===== config.mk =====
export PLATFORM = sky130hd
export DESIGN_NAME = mul_seq_ctrl
export DESIGN_NICKNAME = d
export VERILOG_FILES = /design/src/rtl/mul_seq_ctrl.sv
export SDC_FILE = /design/constraint.sdc
export NUM_CORES = 1
export LEC_CHECK = 0
export CAP_MARGIN = 0
export CORE_UTILIZATION = 57
export DETAILED_ROUTE_END_ITERATION = 6
export GPL_ROUTABILITY_DRIVEN = 0
export PLACE_DENSITY = 0.81
export REMOVE_ABC_BUFFERS = 1
export SLEW_MARGIN = 10
export SYNTH_ARGS = -nofsm -noshare
export SYNTH_HDL_FRONTEND = slang
export SYNTH_SLANG_ARGS = --single-unit

===== constraint.sdc =====
create_clock -name clk -period 5.88 [get_ports clk]
set_input_delay 1.176 -clock clk [delete_from_list [all_inputs] [get_ports clk]]
set_output_delay 1.176 -clock clk [all_outputs]
set_load 0.05 [all_outputs]

===== src/rtl/mul_seq_ctrl.sv =====
// Sequential unsigned multiplier: radix-4 shift-add over WIDTH/2 cycles with
// valid/ready handshakes on both sides and a synchronous abort (clr).
module mul_seq_ctrl #(
    parameter int WIDTH = 8
) (
    input  logic               clk,
    input  logic               rst_n,
    input  logic               in_valid,
    output logic               in_ready,
    input  logic [WIDTH-1:0]   x,
    input  logic [WIDTH-1:0]   y,
    input  logic               clr,
    output logic               out_valid,
    input  logic               out_ready,
    output logic [2*WIDTH-1:0] f,
    output logic               busy
);

    localparam int N  = WIDTH / 2;
    localparam int KW = (N > 1) ? $clog2(N) : 1;
    localparam int PW = WIDTH + 2;
    localparam int FW = 2 * WIDTH;

    typedef enum logic [1:0] {
        IDLE = 2'd0,
        CALC = 2'd1,
        DONE = 2'd2
    } state_t;

    state_t           state_q, state_d;
    logic [WIDTH-1:0] x_q, x_d;
    logic [WIDTH-1:0] y_q, y_d;
    logic [FW-1:0]    acc_q, acc_d;
    logic [KW-1:0]    k_q, k_d;
    logic [FW-1:0]    f_q, f_d;

    logic [WIDTH-1:0] y_sh_s;
    logic [1:0]       digit_s;
    logic [PW-1:0]    pp_s;
    logic [FW-1:0]    term_s;
    logic [FW-1:0]    sum_s;
    logic             last_s;

    // State register; reset forces IDLE asynchronously
    always_ff @(posedge clk or negedge rst_n) begin
        if (!rst_n) begin
            state_q <= IDLE;
        end else begin
            state_q <= state_d;
        end
    end

    // One radix-4 step: partial product x*d placed at bit 2k
    always_comb begin
        y_sh_s  = y_q >> {k_q, 1'b0};
        digit_s = y_sh_s[1:0];
        pp_s    = {2'b00, x_q} * {{WIDTH{1'b0}}, digit_s};
        term_s  = FW'(pp_s) << {k_q, 1'b0};
        sum_s   = acc_q + term_s;
        last_s  = (k_q == KW'(N - 1));
    end

    // Next-state logic; clr overrides accept and the output handshake
    always_comb begin
        state_d = state_q;
        case (state_q)
            IDLE: begin
                if (clr)           state_d = IDLE;
                else if (in_valid) state_d = CALC;
                else               state_d = IDLE;
            end
            CALC: begin
                if (clr)         state_d = IDLE;
                else if (last_s) state_d = DONE;
                else             state_d = CALC;
            end
            DONE: begin
                if (clr)            state_d = IDLE;
                else if (out_ready) state_d = IDLE;
                else                state_d = DONE;
            end
            default: state_d = IDLE;
        endcase
    end

    // Datapath next values; f only moves on the final CALC edge
    always_comb begin
        x_d   = x_q;
        y_d   = y_q;
        acc_d = acc_q;
        k_d   = k_q;
        f_d   = f_q;
        if (clr) begin
            acc_d = {FW{1'b0}};
            k_d   = {KW{1'b0}};
        end else begin
            case (state_q)
                IDLE: begin
                    if (in_valid) begin
                        x_d   = x;
                        y_d   = y;
                        acc_d = {FW{1'b0}};
                        k_d   = {KW{1'b0}};
                    end else begin
                        x_d = x_q;
                    end
                end
                CALC: begin
                    acc_d = sum_s;
                    k_d   = k_q + KW'(1);
                    if (last_s) begin
                        f_d = sum_s;
                    end else begin
                        f_d = f_q;
                    end
                end
                default: begin
                    acc_d = acc_q;
                end
            endcase
        end
    end

    // Datapath registers
    always_ff @(posedge clk or negedge rst_n) begin
        if (!rst_n) begin
            x_q   <= {WIDTH{1'b0}};
            y_q   <= {WIDTH{1'b0}};
            acc_q <= {FW{1'b0}};
            k_q   <= {KW{1'b0}};
            f_q   <= {FW{1'b0}};
        end else begin
            x_q   <= x_d;
            y_q   <= y_d;
            acc_q <= acc_d;
            k_q   <= k_d;
            f_q   <= f_d;
        end
    end

    // Outputs decoded from the state register only
    always_comb begin
        in_ready  = (state_q == IDLE);
        out_valid = (state_q == DONE);
        busy      = (state_q != IDLE);
        f         = f_q;
    end

endmodule


==> impl_metrics.csv <==
group,metric,value,unit
logic_synthesis,ys_async_sr_fraction,1.000,
cells_and_area,area_delta_synth_final,15.62,%
sta,finalHoldViolCount,0,
outcome,outcome,"finished, final reports clean",
logic_synthesis,seq_area_frac_synth,0.3787,
routing,vias_per_cell,6.153,
grt,grt_first_pass_wirelength,13180,µm
sta,fin_worst_skew,0.003818,ns
logic_synthesis,synth_top_area_frac,0.3787,
logic_synthesis,synth.area.mux_share,0.1067,
cells_and_area,fill_cells,415,
min_path,hold_depth,2,
cts,cts_max_level,2,
routing,vias,2892,
routing,dr.pass1.iters,5,
logic_synthesis,synth_xor_area_frac,0.04334,
critical_path,timing.rr.start,"k_q[1]",
logic_synthesis,synth_compound_area_frac,0.1839,
critical_path,crit_type,"reg2reg",
critical_path,crit_path_start,"k_q[1]",
cells_and_area,antenna_cells_inserted,0,
cts,clock-root-buffer,"clkbuf_8",
sta,max_freq,0.2037,GHz
cells_and_area,layout-drive-gt1-share,0.1030,
sta,setup_ws,0.9715,ns
routing,dr.first_iter.drc_count,247,
logic_synthesis,synthCells,359,
sta,setup_violations,0,
critical_path,crit_chain,"mux4_1 > nand2_1 > inv_1 > ha_1 > a21o_1 > a21oi_1 > o211ai_1 > xor2_1 > a221oi_1 > a31oi_1 > ha_1 > a21oi_1 > o211ai_1 > o21ai_0 > a32oi_1 > xnor2_1 > mux2_2",
critical_path,cp-start-kind,"flip-flop",
routing,drc,0,
cts,hold_buffers,0,
grt,grt_max_degree,53,
power,power.density,316.5,mW/mm²
floorplanning,core,0.005642,mm²
cts,clock_latency,0.31,ns
floorplanning,start_util,0.6090,
cts,clock_sinks,52,
sta,worst_pin_slew,1.179,ns
sta,drv_slew,0,
sta,rsz0062_at_grt,"no",
placement,place_hpwl,5673,µm
floorplanning,fp-row-count,27,
logic_synthesis,synth-simple-area-share,0.1570,
cts,path_clk_slew,0.09,ns
grt,grt.total_usage,0.2653,
routing,antenna_left,0,
sta,fin_crit,4.908,ns
logic_synthesis,syn-cell-area,0.003436,mm²
logic_synthesis,synth_top_area_cell,"dfrtp_1",
floorplanning,dieArea,0.006343,mm²
placement,io_buffers,39,
critical_path,crit_path_end_kind,"flip-flop",
critical_path,cp.arrival,5.11,ns
critical_path,required,6.08,ns
critical_path,slowest_delay,0.63,ns
grt,antenna_found_initial,0,
critical_path,cp_slowest_cell,"dfrtp_1",
logic_synthesis,yosys-top-cells-area,"dfrtp_1, ha_1, mux2_2",
routing,wirelength,7805,µm
placement,place_ws,1.105,ns
critical_path,r2r_cells,17,
cts,ctsResizeCount,0,
logic_synthesis,synth_edf_count,0,
floorplanning,ioPinCount,40,
min_path,hold_start,"f[11]",
grt,grt-ovfl-total,0,
sta,fin_setup_tns,0,ns
cells_and_area,final_util,0.7041,
cts,cts_setup_buffers,0,
cts,cts_buffer_depth,2,
critical_path,cp_max_fo,14,
logic_synthesis,avgSynthCellArea,9.570,µm²
logic_synthesis,yosysWarnings,0,
min_path,hold_class,"reg2reg",
floorplanning,die_h,79.64,µm
cells_and_area,final_nets,445,
power,vdd_drop_max,173.5,µV
grt,grt_pass1_vias,2792,
critical_path,worstReg2RegEnd,"f[15]",
logic_synthesis,synth_seq_cells,52,
cts,tritoncts,"done",
floorplanning,die_width,79.64,µm
min_path,whs_endpoint,"f[11]",
logic_synthesis,synth_fa_ha_area_frac,0.1027,
logic_synthesis,dominantRegCellSynth,"dfrtp_1",
logic_synthesis,synth_top_family_by_area,"compound AO/OA/AOI/OAI gates",
run,maxCapViolCount,0,
power,p_leak,1.770,nW
routing,routedWlPerCell,16.61,µm
logic_synthesis,synth_cell_types,50,
cts,cts_inserted_buffers,5,
sta,finalCritPeriodShare,0.8348,
sta,slew-limit-headroom,0.2107,
critical_path,rrSetupSlack,0.97,ns
==> where the power goes <==
group | internal (mW) | total (mW) | switching [mW]
logic | 0.247 | 0.614 | 0.367
registers | 0.402 | 0.437 | 0.0348
clock network | 0.0849 | 0.207 | 0.122
==> synthesized netlist by cell type (all sizes together) (8+ instances only) <==
cell type	count
nand2	41
o21ai	32
nor3	8
xor2	9
clkbuf	9
dfrtp	52
nor2	20
xnor2	8
and2	16
ha	25
a21oi	24
inv	12
mux2	22
==> worst max-delay path by stage <==
stage          endpoint  cells after the start
6_report          f[15]                     17
3_5_place_dp      f[15]                     17
4_1_cts           f[15]                     17
5_1_grt           f[15]                     17
2_1_floorplan     f[15]                     17
3_3_place_gp      f[15]                     17
==> metal layers <==
| layer | GRT usage | vias up | routed length, µm |
|---|---|---|---|
| met1 | 0.3660 | 1390 | 3693 |
| li1 | - | 1384 | - |
| met3 | 0.04229 | 20 | 356 |
| met4 | 0.08364 | 0 | 143 |
| met5 | 0 | - | 0 |
| met2 | 0.4256 | 98 | 3613 |
==> cells in the final DEF, fill, tap and decap left out, types with 2 or more instances in the layout <==
cell	Yosys	final
dfrtp_1	52	52
nand2_1	41	41
clkdlybuf4s50_1	0	38
o21ai_0	32	32
ha_1	25	25
a21oi_1	24	24
mux2_2	22	22
nor2_1	20	20
and2_1	15	15
inv_1	11	11
xor2_1	9	9
xnor2_1	8	8
nor3_1	8	8
mux2i_1	7	7
a21o_1	6	6
a22o_1	6	6
a211oi_1	5	5
clkbuf_8	0	5
nand3_1	4	4
nor3b_1	4	4
nand4_1	4	4
o21bai_1	3	3
o21a_1	3	3
a31oi_1	3	3
o211ai_1	3	3
o31ai_1	3	3
buf_4	0	3
nor2b_1	2	2
nor3b_2	2	2
o2111ai_1	2	2
o22ai_1	2	2
a21boi_0	2	2
and3_1	2	2
fa_1	2	2
==> state kept, by name (all words and copies together), names as in the netlist <==
| name | count |
|---|---|
| acc_q | 16 |
| f | 16 |
| x_q | 8 |
| y_q | 8 |
| k_q | 2 |
| state_q | 2 |
==> through the flow <==
step	std cells	total power [mW]	hold slack [ns]	instance area (µm²)
2_1_floorplan	348	0.8786	0.4551	3386
3_3_place_gp	462	1.014	0.4613	3884
3_5_place_dp	462	1.040	0.4715	3884
4_1_cts	470	1.252	0.4929	3973
5_1_grt	470	1.337	0.5107	3973
6_report	470	1.258	0.4836	3973
==> kinds of logic after synthesis <==
logic type	Yosys count
simple gates	108
mux	31
compound gates	101
fa+ha+maj	27
flops	52
xor+xnor	17
buf+inv	23
==> worst max-delay path, delay by kind of cell, from the launching register on <==
kind,cells,cell delay (ns)
AOI/OAI and AO/OA,9,2.14
muxes,2,0.78
adders and majority gates,2,0.64
DFF,1,0.63
xor gates and xnor gates,2,0.37
and+or+nand+nor,1,0.17
buffers and inverters,1,0.05
==> final cells by class <==
type	count	area [µm²]	share of cell area
clock inverter	2	16.27	0.004094
inverter	12	45.04	0.01134
tap	72	90.09	0.02268
timing repair buffer	42	407.9	0.1027
multi-input combinational	284	2039	0.5134
clock buffer	6	72.57	0.01827
sequential	52	1301	0.3276
Power figures use the tool's default switching activity.
